==> src/rtl/prefix_adder_pipe.sv <==
`default_nettype none
// ============================================================================
// prefix_adder_pipe : pipelined Sklansky parallel-prefix adder/subtractor
// Rev 1.0
// ============================================================================
module prefix_adder_pipe #(
  parameter int WIDTH          = 32,
  parameter int LEVELS_PER_STG = 2,
  parameter int TAG_W          = 4
) (
  input  logic             clk,
  input  logic             rst,
  input  logic             in_valid,
  output logic             in_ready,
  input  logic [WIDTH-1:0] in_a,
  input  logic [WIDTH-1:0] in_b,
  input  logic [1:0]       in_op,
  input  logic             in_cin,
  input  logic [TAG_W-1:0] in_tag,
  output logic             out_valid,
  input  logic             out_ready,
  output logic [WIDTH-1:0] out_sum,
  output logic             out_cout,
  output logic             out_ovf,
  output logic             out_zero,
  output logic [TAG_W-1:0] out_tag
);

  localparam int LEVELS = $clog2(WIDTH);
  localparam int STAGES = (LEVELS + LEVELS_PER_STG - 1) / LEVELS_PER_STG;
  localparam int NREGS  = (STAGES > 1) ? STAGES - 1 : 1;

  typedef struct packed {
    logic             valid;
    logic [WIDTH-1:0] g;
    logic [WIDTH-1:0] p;
    logic [WIDTH-1:0] praw;
    logic             c0;
    logic [TAG_W-1:0] tag;
  } stage_t;

  // Applies prefix levels lo..hi; each combining bit takes the top bit of the
  // lower half of its Sklansky block as partner.
  function automatic stage_t run_levels(input stage_t st, input int lo, input int hi);
    stage_t           res;
    logic [WIDTH-1:0] g;
    logic [WIDTH-1:0] p;
    int               j;
    res = st;
    g   = st.g;
    p   = st.p;
    for (int k = 1; k <= LEVELS; k++) begin
      if (k >= lo && k <= hi) begin
        g = res.g;
        p = res.p;
        for (int i = 0; i < WIDTH; i++) begin
          if (((i >> (k - 1)) & 1) == 1) begin
            j = ((i >> (k - 1)) << (k - 1)) - 1;
            res.g[i] = g[i] | (p[i] & g[j]);
            res.p[i] = p[i] & p[j];
          end
        end
      end
    end
    return res;
  endfunction

  stage_t           head;
  stage_t           stg_in  [STAGES];
  stage_t           stg_out [STAGES];
  stage_t           pipe_q  [NREGS];
  logic [WIDTH-1:0] b_eff;
  logic             c0;
  logic [WIDTH-1:0] sum_n;
  logic             advance;

  assign advance  = ~out_valid | out_ready;
  assign in_ready = advance;

  always_comb begin
    b_eff = in_op[0] ? ~in_b : in_b;
    case (in_op)
      2'b00:   c0 = 1'b0;
      2'b01:   c0 = 1'b1;
      default: c0 = in_cin;
    endcase
    head.valid = in_valid;
    head.p     = in_a ^ b_eff;
    head.praw  = in_a ^ b_eff;
    // carry-in folded into bit 0 so every prefix G is a true carry-out
    head.g     = in_a & b_eff;
    head.g[0]  = (in_a[0] & b_eff[0]) | ((in_a[0] ^ b_eff[0]) & c0);
    head.c0    = c0;
    head.tag   = in_tag;

    stg_in[0] = head;
    for (int s = 1; s < STAGES; s++) begin
      stg_in[s] = pipe_q[s-1];
    end
    for (int s = 0; s < STAGES; s++) begin
      stg_out[s] = run_levels(stg_in[s], s * LEVELS_PER_STG + 1, (s + 1) * LEVELS_PER_STG);
    end

    sum_n = stg_out[STAGES-1].praw ^ {stg_out[STAGES-1].g[WIDTH-2:0], stg_out[STAGES-1].c0};
  end

  always_ff @(posedge clk) begin
    if (rst) begin
      for (int s = 0; s < NREGS; s++) begin
        pipe_q[s].valid <= 1'b0;
      end
      out_valid <= 1'b0;
      out_sum   <= '0;
      out_cout  <= 1'b0;
      out_ovf   <= 1'b0;
      out_zero  <= 1'b0;
      out_tag   <= '0;
    end else if (advance) begin
      for (int s = 0; s < NREGS; s++) begin
        pipe_q[s] <= stg_out[s];
      end
      out_valid <= stg_out[STAGES-1].valid;
      out_sum   <= sum_n;
      out_cout  <= stg_out[STAGES-1].g[WIDTH-1];
      out_ovf   <= stg_out[STAGES-1].g[WIDTH-1] ^ stg_out[STAGES-1].g[WIDTH-2];
      out_zero  <= ~|sum_n;
      out_tag   <= stg_out[STAGES-1].tag;
    end
  end

endmodule
`default_nettype wire

==> config.mk <==
export PLATFORM = sky130hd
export DESIGN_NAME = prefix_adder_pipe
export DESIGN_NICKNAME = d
export VERILOG_FILES = /design/src/rtl/prefix_adder_pipe.sv
export SDC_FILE = /design/constraint.sdc
export NUM_CORES = 1
export LEC_CHECK = 0
export BUFFER_PORTS_ARGS = -buffer_cell sky130_fd_sc_hd__buf_2
export CAP_MARGIN = 10
export CORE_ASPECT_RATIO = 0.7
export CORE_UTILIZATION = 52
export DETAILED_ROUTE_END_ITERATION = 7
export GPL_ROUTABILITY_DRIVEN = 0
export GPL_TIMING_DRIVEN = 1
export PLACE_DENSITY_LB_ADDON = 0.2
export SYNTH_ARGS = -nofsm -noshare
export SYNTH_HDL_FRONTEND = slang
export SYNTH_SLANG_ARGS = --single-unit
export TNS_END_PERCENT = 50
==> constraint.sdc <==
create_clock -name clk -period 7.3 [get_ports clk]
set_input_delay 1.095 -clock clk [delete_from_list [all_inputs] [get_ports clk]]
set_output_delay 1.095 -clock clk [all_outputs]
set_load 0.005 [all_outputs]
* Word level (Yosys, flattened, before mapping)
Memory sizes are Yosys's and may differ from the RTL's.
Index checks and enable logic that the tools add are counted.
** Word-level totals
- Memories kept :: 1
- Register bits after elaboration :: 40
- Word-level logic and storage cells :: 257
- Memory bits (writable) :: 204
** Cells by class
- Eq/ne operators :: 1
- Reduce and logical (&&, ||, !) cells :: 3
- Bitwise gates (word level) :: 237
- Muxes and demuxes :: 9
** Memories
- pipe_q :: words 2, width 102, read ports 2, clocked after Yosys merged registers in 0, wr ports 2, RTL line 71 : stage_t pipe_q [NREGS];
** Operator list (number)
- $and 1x1->1 :: 146
- $or 1x1->1 :: 84
- $xor 32x32->32 :: 2
- $and 32x32->32 :: 1
- $mux 32 :: 1
- $not 32->32 :: 1
- $reduce_or 32->1 :: 1
- $mux 1 :: 7
- $eq 2x1->1 const B :: 1
- $logic_not 2->1 :: 1
- $pmux 1 s2 :: 1
- $xor 1x1->1 :: 2
- $logic_not 1->1 :: 1
- $not 1->1 :: 1

* Longest topological paths before layout
Gate-level depths: netlist of run 1.
- Word-level depth :: 9
- Depth in mapped cells :: 8
- Mapped depth without buffers :: 7

* Worst setup path after synthesis of run 1
No wires, ideal clock.
- Kind :: input port to flip-flop
- Start point :: in out_ready
- End point :: mem pipe_q[0][182] (netlist name) (data pin)
- Buffers on the path :: 2
- Cell stages on the path :: 7
- Setup time :: 175 ps
- Setup slack :: 203 ps
- Data arrival time :: 6923 ps
- Cell sequence :: nor2b_1 > buf_2 > inv_2 > nand2b_2 > inv_2 > clkbuf_1 > and2_1
** RTL lines
- from (decl) :: RTL line 21 : input logic out_ready,
- to (decl) :: RTL line 71

==> results of run 1 <==
## registers in the layout, summed over array words and instances, names as in the netlist
| register | count |
|---|---|
| pipe_q | 176 |
| out_sum | 32 |
| out_tag | 4 |
| out_cout | 1 |
| out_ovf | 1 |
| out_valid | 1 |
| out_zero | 1 |
## worst reg2reg max path, delay by kind of cell, from the launching register on
kind / cells / cell delay, ns
buffers and inverters: 3 / 1.54
DFF: 1 / 0.32
and+or+nand+nor: 4 / 2.01
## through the flow
step / hold slack (ns) / instances / cell area (um2) / worst slack [ns] / total power [mW]
after floorplan: 0.4329 / 706 / 9233 / 0.2026 / 1.725
after global placement: 0.4392 / 1019 / 9988 / 2.502 / 1.820
after detailed placement: 0.4458 / 1019 / 9988 / 2.318 / 1.831
after CTS: 0.4533 / 1057 / 10670 / 2.839 / 2.898
after global routing: 0.4672 / 1057 / 10670 / 2.437 / 2.987
final: 0.4506 / 1057 / 10670 / 2.836 / 2.870
## cells in the mapped netlist (17+ instances only)
master	n	area share, %
and3_1	22	1.5
nor2_1	42	1.7
dfxtp_1	40	8.7
xnor2_1	31	2.9
nand2_1	43	1.7
clkbuf_1	23	0.94
edfxtp_1	176	57
and2_1	124	8.4
xor2_1	32	3.0
a211oi_1	17	1.4
a21oi_1	57	3.1
a21o_1	20	1.6
ha_1	33	4.5
## report_power, final
group	leakage [nW]	switching [mW]	internal (mW)
combinational	1.94	0.169	0.137
clock	0.329	0.433	0.635
sequential	2.13	0.0428	1.45
## final cells by class
cell class                      instances  area [um2]
Clock buffer                           24       536.8
Clock inverter                         14       147.6
Fill cell                            1363        6594
Inverter                                4       22.52
Multi-Input combinational cell        451        3000
Sequential cell                       216        6086
Tap cell                              231       289.0
Timing Repair Buffer                  117       590.6
## layer usage
layer,share of wire (%),up-vias
met3,5.3,19
li1,-,2725
met1,50,2431
met4,1.1,0
met2,44,124
met5,0,-
## cells by family (layout without fill, tap and decap cells)
kind of cell | after synthesis | count (layout) | synth area share (%)
AOI/OAI and AO/OA | 106 | 106 | 7.210
muxes | 1 | 1 | 0.1220
buffers and inverters | 39 | 159 | 1.613
adders and majority gates | 33 | 33 | 4.472
xor gates and xnor gates | 63 | 63 | 5.976
and+or+nand+nor | 248 | 248 | 14.69
DFF | 216 | 216 | 65.92
## cell usage in the layout (no fill, tap or decap), drive strengths merged, types with 17 or more instances in the layout
cell type / Yosys / final
and2: 124 / 124
and3: 22 / 22
buf: 12 / 117
a21oi: 57 / 57
dfxtp: 40 / 40
nor2: 43 / 43
xor2: 32 / 32
nand2: 43 / 43
a211oi: 17 / 17
clkbuf: 23 / 24
a21o: 20 / 20
edfxtp: 176 / 176
ha: 33 / 33
xnor2: 31 / 31
## worst max path at each step
stage                         start                  endpoint  slack, ns  depth (start not counted)
after floorplan           out_ready  pipe_q[0][182]$_DFFE_PP_       0.20                          7
after global placement    out_ready  pipe_q[0][168]$_DFFE_PP_       2.50                          8
after detailed placement  out_ready  pipe_q[0][169]$_DFFE_PP_       2.32                          8
after CTS                 out_ready  pipe_q[0][169]$_DFFE_PP_       2.84                          8
after global routing      out_ready  pipe_q[0][169]$_DFFE_PP_       2.44                          8
final                     out_ready  pipe_q[0][169]$_DFFE_PP_       2.84                          8
==> results.json, run 1 <==
{
  "min_path_type": "flop to flop",
  "antenna_found_initial": 0,
  "maxCapViolCount": 0,
  "synth_edf_count": 176,
  "yosys_warnings": 0,
  "portBuffers": 115,
  "totalWireLength_mm": 15.50,
  "finClkSkew_ns": 0.01255,
  "cts_inserted_buffers": 21,
  "async_reset_ff_share_pct": 0,
  "cp_slowest_stage_delay_ns": 0.72,
  "met1_usage_pct": 25.77,
  "crit_fanout": 184,
  "clock_latency_ns": 0.49,
  "r2r_start": "out_valid$_SDFFE_PP0N_",
  "grt_start_max_net_pins": 185,
  "rsz0062_at_grt": "no",
  "grt_pass1_wl_mm": 24.78,
  "wire_per_inst_um": 14.67,
  "core_mm2": 0.01727,
  "start_util_pct": 53.47,
  "ff2ff_setup_slack_ns": 3.19,
  "syn_avg_cell_area_um2": 13.08,
  "utilization_pct": 61.81,
  "synth_cell_types": 37,
  "track_usage_pct": 17.12,
  "syn_inst": 706,
  "setup_viol": 0,
  "holdPathStages": 2,
  "hold_path_end": "out_sum[30]$_SDFFE_PP0N_",
  "die-area_mm2": 0.01830,
  "ant_nets": 0,
  "fin_setup_tns_ns": 0,
  "diodes": 0,
  "drt_iter0_markers": 441,
  "hold_viol": 0,
  "hold_start": "out_sum[30]$_SDFFE_PP0N_",
  "area_growth_pct": 15.60,
  "via_count": 5299,
  "p_per_area_mw_per_mm2": 268.9,
  "grt-busiest-layer": "met2",
  "worstReg2RegEnd": "pipe_q[0][169]$_DFFE_PP_",
  "die_y_um": 113.5,
  "clock_sinks": 216,
  "layout-drive-gt1-share_pct": 18.77,
  "critPathBufInv": 4,
  "die_w_um": 161.3,
  "cts_buffer_depth": 3,
  "cp_common_cell": "and3_1",
  "grt_pass1_vias": 4939,
  "ir_drop_v": 0.0001732,
  "grt.overflow.total": 0,
  "synth_ff_type": "edfxtp_1",
  "grt_use_met2_pct": 26.01,
  "status": "complete, no violations",
  "end_kind": "flop",
  "p_leak_nw": 4.399,
  "crit_arrival_ns": 4.71,
  "cts_resized": 0,
  "r2r_cells": 7,
  "nets": 919,
  "slew_headroom_pct": 33.66,
  "drt_pass1_iterations": 5,
  "fmax_mhz": 224.0,
  "fin_crit_sh_pct": 61.15,
  "clk_pin_slew_ns": 0.06,
  "ys_seq_elements": 216,
  "dp_hpwl_mm": 10.87,
  "pin_count": 116,
  "tightest_slew_ns": 0.9951,
  "drv_slew": 0,
  "required_ns": 7.55,
  "cts_root_buf": "clkbuf_16",
  "cp_slowest_cell": "nor2b_2",
  "syn_area_mm2": 0.009233,
  "seq_area_frac_synth_pct": 65.92,
  "grt_util_met3_pct": 2.836,
  "synth_nets": 814,
  "post-cts-setup-buffer-count": 0,
  "rows": 40,
  "period_minus_slack_ns": 4.464,
  "critPathTopFamily": "simple AND/OR/NAND/NOR gates",
  "critPathLaunchType": "input pin",
  "cts_tree": "built",
  "htreeDepth": 1,
  "drcViolationCount": 0,
  "viasPerCell": 5.013,
  "crit_chain": "buf_2 -> nor2b_2 -> inv_2 -> nand2b_2 -> inv_8 -> buf_4 -> and3_1 -> and3_1",
  "path_class": "input pin to flop",
  "hold_buffers": 0
}
(Power assumes the default switching activity.)
==> run 2: changes to the inputs <==
--- a/config.mk
+++ b/config.mk
@@ -8,7 +8,7 @@
 export BUFFER_PORTS_ARGS = -buffer_cell sky130_fd_sc_hd__buf_2
 export CAP_MARGIN = 10
 export CORE_ASPECT_RATIO = 0.7
-export CORE_UTILIZATION = 52
+export CORE_UTILIZATION = 58
 export DETAILED_ROUTE_END_ITERATION = 7
 export GPL_ROUTABILITY_DRIVEN = 0
 export GPL_TIMING_DRIVEN = 1
==> constraint.sdc (replaced) <==
create_clock -name clk -period 4.3 [get_ports clk]
set_input_delay 0.645 -clock clk [delete_from_list [all_inputs] [get_ports clk]]
set_output_delay 0.645 -clock clk [all_outputs]
set_load 0.005 [all_outputs]
==> run 2 against run 1 <==
Net effect: the flow now finishes with violations (design-rule violations); count of clock-buffer cells in the layout decreased by 1; sequential share of layout area about the same; largest power group unchanged; non-clock buffer count increased by 7; sequential power increased by 69%; cell count decreased by 2.5%; via count increased by 1.1%; critical endpoint is now in_ready; register-to-register slack got worse by 1.4 ns; critical path depth decreased by 3.
==> results.json, run 2 (synthesis results as in run 1) <==
{
  "cts_tree": "built",
  "post-place-cells": 995,
  "grt_start_max_net_pins": 147,
  "ant_nets": 0,
  "placed_area_mm2": 0.01001,
  "die-area_mm2": 0.01644,
  "nets": 925,
  "via_count": 5356,
  "core_mm2": 0.01555,
  "p_leak_nw": 4.439,
  "portBuffers": 115,
  "viasPerCell": 5.195,
  "setup_viol": 0,
  "regArea_mm2": 0.006086,
  "regMostFlops": "pipe_q",
  "dp_hpwl_mm": 10.84,
  "tightest_slew_ns": 0.9575,
  "largest_reg_flops": 176,
  "min_path_type": "flop to flop",
  "final_area_mm2": 0.01068,
  "pin_count": 116,
  "htreeDepth": 1,
  "status": "complete, but fails checks",
  "end_kind": "output pin",
  "maxCapViolCount": 0,
  "final_common_cell": "edfxtp_1",
  "clk_pin_slew_ns": 0.06,
  "diodes": 0,
  "critPathLaunchType": "flop",
  "cts_inserted_buffers": 20,
  "clock_latency_ns": 0.49,
  "violations": "design-rule violations",
  "hold_viol": 0,
  "die_y_um": 107.6,
  "utilization_pct": 68.70,
  "drt_pass1_iterations": 8,
  "fill_cells": 1120,
  "antenna_found_initial": 1,
  "cts_resized": 0,
  "multi_input_area_mm2": 0.003000,
  "hold_buffers": 0,
  "instances_no_fill": 1031,
  "crit_arrival_ns": 1.90,
  "fin_crit_sh_pct": 59.08,
  "drcViolationCount": 9,
  "die_w_um": 152.8,
  "fmax_mhz": 393.6,
  "clock_sinks": 216,
  "wire_per_inst_um": 15.09,
  "path_class": "flop to output pin",
  "rsz0062_at_grt": "no",
  "post-cts-setup-buffer-count": 0,
  "ir_drop_v": 0.0002311,
  "rows": 38,
  "fin_total_pwr_mw": 4.851,
  "grt.overflow.total": 0,
  "cts_root_buf": "clkbuf_16",
  "drv_slew": 0,
  "start_util_pct": 59.38,
  "drt_iter0_markers": 374,
  "area_growth_pct": 15.69,
  "cts_buffer_depth": 3,
  "reg.largest.list": "pipe_q x176, out_sum x32, out_tag x4",
  "grt_pass1_wl_mm": 25.07,
  "track_usage_pct": 19.52,
  "p_per_area_mw_per_mm2": 454.2,
  "required_ns": 3.65,
  "period_minus_slack_ns": 2.540,
  "slew_headroom_pct": 36.17,
  "layout-drive-gt1-share_pct": 19.37,
  "grt_pass1_vias": 5051,
  "totalWireLength_mm": 15.56,
  "crit_fanout": 54,
  "fin_setup_tns_ns": 0,
  "finClkSkew_ns": 0.01582,
  "most-common-layout-cells": "edfxtp_1 (176), and2_1 (124), buf_2 (115)"
}
run 2: cell types whose count changed in the layout (fill, tap and decap cells not counted), sizes merged:
cell,delta
clkinvlp,-2
inv,-1
clkbuf,-1
clkinv,+2
buf,+7
run 2: final timing paths:
kind	from	to	slack, ns	cells past startpoint
max	out_valid$_SDFFE_PP0N_	in_ready	1.76	5
min	out_sum[24]$_SDFFE_PP0N_	out_sum[24]$_SDFFE_PP0N_	0.45	2
max reg2reg	out_valid$_SDFFE_PP0N_	out_zero$_SDFFE_PP0N_	1.76	9
min reg2reg	out_sum[24]$_SDFFE_PP0N_	out_sum[24]$_SDFFE_PP0N_	0.45	2
run 2: power by group:
part	internal, mW	leakage (nW)	switching, mW	total, mW
logic	0.238	1.98	0.290	0.527
clock network	1.07	0.331	0.720	1.79
registers	2.46	2.13	0.0717	2.54
run 2: critical path: stages, from the launching register on:
cell,delay (ns)
dfxtp_1,0.30
nor2b_2,0.14
buf_4,0.21
inv_2,0.09
buf_4,0.44
buf_2,0.21
run 2: metal layers:
| layer | vias to the layer above | share of wire, % | global-route usage, % |
|---|---|---|---|
| met1 | 2467 | 49 | 28.22 |
| met2 | 143 | 44 | 30.44 |
| met5 | - | 0 | 0 |
| met4 | 0 | 2.1 | 5.628 |
| met3 | 25 | 5.5 | 3.583 |
| li1 | 2721 | - | - |
run 2: through the flow:
step	hold WS (ns)	setup slack [ns]
3_3_place_gp	0.4374	1.472
2_1_floorplan	0.4329	0.4085
6_report	0.4490	1.760
5_1_grt	0.4543	1.522
4_1_cts	0.4421	1.732
3_5_place_dp	0.4423	1.398
run 2: layout make-up:
type | count | area share (%)
multi-input cells | 451 | 28.09
flip-flops and latches | 216 | 56.98
clock inverters | 13 | 1.253
inverters | 4 | 0.2108
clock buffers | 23 | 4.990
repair buffers | 124 | 6.138
well taps | 200 | 2.343
==> run 3: changes to the inputs <==
--- a/config.mk
+++ b/config.mk
@@ -5,10 +5,11 @@
 export SDC_FILE = /design/constraint.sdc
 export NUM_CORES = 1
 export LEC_CHECK = 0
+export ABC_AREA = 1
 export BUFFER_PORTS_ARGS = -buffer_cell sky130_fd_sc_hd__buf_2
 export CAP_MARGIN = 10
 export CORE_ASPECT_RATIO = 0.7
-export CORE_UTILIZATION = 58
+export CORE_UTILIZATION = 52
 export DETAILED_ROUTE_END_ITERATION = 7
 export GPL_ROUTABILITY_DRIVEN = 0
 export GPL_TIMING_DRIVEN = 1
==> constraint.sdc (replaced) <==
create_clock -name clk -period 2.3 [get_ports clk]
set_input_delay 0.345 -clock clk [delete_from_list [all_inputs] [get_ports clk]]
set_output_delay 0.345 -clock clk [all_outputs]
set_load 0.005 [all_outputs]
==> run 3 against run 2 <==
Net effect: the flow now finishes without violations; clock skew increased by 0.0013 ns; sequential power increased by 86%; routed wire length increased by 7.7%; power increased by 88%; critical path depth increased by 5; combinational power increased by 97%; final area increased by 3.6%; via count increased by 14%; setup slack got worse by 1.2 ns; cell count increased by 25%; largest cell class unchanged; largest power group unchanged.
==> results.json, run 3 <==
{
  "cts_root_buf": "clkbuf_16",
  "synth_cell_types": 23,
  "crit_arrival_ns": 2.20,
  "via_count": 6102,
  "end_kind": "flop",
  "syn_inst": 923,
  "portBuffers": 115,
  "track_usage_pct": 18.62,
  "rsz0062_at_grt": "no",
  "maxCapViolCount": 0,
  "syn_area_mm2": 0.009522,
  "ys_seq_elements": 216,
  "synth_edf_count": 176,
  "layout-drive-gt1-share_pct": 15.30,
  "hold_buffers": 0,
  "start_util_pct": 54.36,
  "die_y_um": 115.2,
  "hold_ws_ns": 0.1687,
  "fin_crit_sh_pct": 77.04,
  "synth_top_area_cell": "edfxtp_1",
  "regMostFlops": "pipe_q",
  "synth_ff_type": "edfxtp_1",
  "finClkSkew_ns": 0.01712,
  "utilization_pct": 63.19,
  "drv_slew": 0,
  "worstReg2RegEnd": "out_zero$_SDFFE_PP0N_",
  "clk_pin_slew_ns": 0.06,
  "r2r_start": "pipe_q[0][186]$_DFFE_PP_",
  "drt_iter0_markers": 490,
  "grt_start_max_net_pins": 104,
  "area_growth_pct": 16.26,
  "synth_area_leaders": "edfxtp_1 (56%), dfxtp_1 (8.4%), nor2_1 (6.9%)",
  "pre_cts_slack_ns": 0.4300,
  "wire_per_inst_um": 12.99,
  "ir_drop_v": 0.0006020,
  "p_per_area_mw_per_mm2": 823.9,
  "tightest_slew_ns": 0.4613,
  "grt_pass1_vias": 5550,
  "clock_latency_ns": 0.50,
  "totalWireLength_mm": 16.76,
  "post-cts-setup-buffer-count": 0,
  "hold_viol": 0,
  "synth_top_area_share_pct": 55.51,
  "synthTopCellsByCount": "edfxtp_1 (176), nor2_1 (176), nand2_1 (160)",
  "nets": 1151,
  "async_reset_ff_share_pct": 0,
  "fill_cells": 1446,
  "seq_area_frac_synth_pct": 63.92,
  "ant_nets": 0,
  "crit_end": "out_zero$_SDFFE_PP0N_",
  "drt_pass1_iterations": 5,
  "cts_inserted_buffers": 22,
  "layout_setup_ws_ns": 0.5282,
  "instances_no_fill": 1290,
  "setup_viol": 0,
  "pin_count": 116,
  "p_leak_nw": 5.049,
  "core_mm2": 0.01752,
  "synth_nets": 1031,
  "viasPerCell": 4.730,
  "grt.overflow.total": 0,
  "critPathLaunchType": "flop",
  "die_w_um": 163.7,
  "min_path_type": "input pin to flop",
  "r2r_cells": 10,
  "yosys_warnings": 0,
  "crit_start": "pipe_q[0][186]$_DFFE_PP_",
  "die-area_mm2": 0.01886,
  "required_ns": 2.73,
  "drcViolationCount": 0,
  "largest_reg_flops": 176,
  "cts_buffer_depth": 3,
  "dp_hpwl_mm": 11.55,
  "htreeDepth": 1,
  "slew_headroom_pct": 69.25,
  "fmax_mhz": 564.4,
  "final_common_cell": "edfxtp_1",
  "diodes": 0,
  "fin_setup_tns_ns": 0,
  "reg.largest.list": "pipe_q x176, out_sum x32, out_tag x4",
  "grt_pass1_wl_mm": 27.46,
  "cts_tree": "built",
  "ff2ff_setup_slack_ns": 0.53,
  "clock_sinks": 216,
  "most-common-layout-cells": "edfxtp_1 (176), nor2_1 (175), nand2_1 (160)",
  "status": "complete, no violations",
  "syn_avg_cell_area_um2": 10.32,
  "period_minus_slack_ns": 1.772,
  "antenna_found_initial": 1,
  "post-place-cells": 1250,
  "crit_fanout": 8,
  "cts_resized": 0,
  "rows": 40,
  "path_class": "flop to flop"
}
run 3: changes by cell type after synthesis, sizes merged, moves of 11 or more:
cell / change
o21ai: +28
nand2: +119
a21o: -20
and2: -124
clkbuf: -18
and3: -22
a211oi: -17
a22o: +11
nor2: +134
a21oi: -29
buf: +15
inv: +150
xnor2: -28
run 3: worst min path at each step:
stage | to | startpoint | depth (start not counted)
2_1_floorplan | out_valid$_SDFFE_PP0N_ | pipe_q[0][203]$_SDFFCE_PN0P_ | 2
6_report | pipe_q[0][0]$_DFFE_PP_ | in_tag[0] | 3
3_5_place_dp | out_valid$_SDFFE_PP0N_ | pipe_q[0][203]$_SDFFCE_PN0P_ | 2
3_3_place_gp | out_valid$_SDFFE_PP0N_ | pipe_q[0][203]$_SDFFCE_PN0P_ | 2
4_1_cts | pipe_q[0][1]$_DFFE_PP_ | in_tag[1] | 3
5_1_grt | pipe_q[0][0]$_DFFE_PP_ | in_tag[0] | 3
run 3: cell type report:
type	count	area, um2	area share, %
clock buffers	34	626.9	5.663
multi-input cells	521	2705	24.44
well taps	231	289.0	2.611
inverters	154	583.1	5.267
clock inverters	6	56.30	0.5086
repair buffers	128	723.2	6.533
flip-flops and latches	216	6086	54.98
run 3: power breakdown:
group,switching [mW],internal [mW]
Combinational,0.646,0.391
Sequential,0.121,4.60
Clock,1.37,1.99
run 3: cells by family after synthesis:
logic type | synth area share (%)
and+or+nand+nor | 15.18
AOI/OAI and AO/OA | 5.322
buffers and inverters | 7.753
adders and majority gates | 4.336
xor gates and xnor gates | 3.495
DFF | 63.92
run 3: per-layer routing:
layer  up-vias  routed length, um  track usage, %
li1       3207                  -               -
met2       152               6773           26.38
met1      2723               8825           29.33
met5         -                  0               0
met3        20                873           3.427
met4         0                287           4.753
run 3: through the flow:
step                      total power [mW]  cell area (um2)
final                                9.121            11070
after global routing                 9.565            11070
after CTS                            9.225            11070
after detailed placement             5.852            10390
after global placement               5.823            10390
after floorplan                      5.470             9528
run 3: critical path: stages (launching register included):
cell      delay, ns
edfxtp_1       0.55
ha_1           0.27
nor2_1         0.10
nor2_1         0.05
nor2_1         0.23
nand2_1        0.11
nor2_1         0.12
nand2_1        0.07
nor2_1         0.10
nand2_1        0.06
nand2_1        0.05
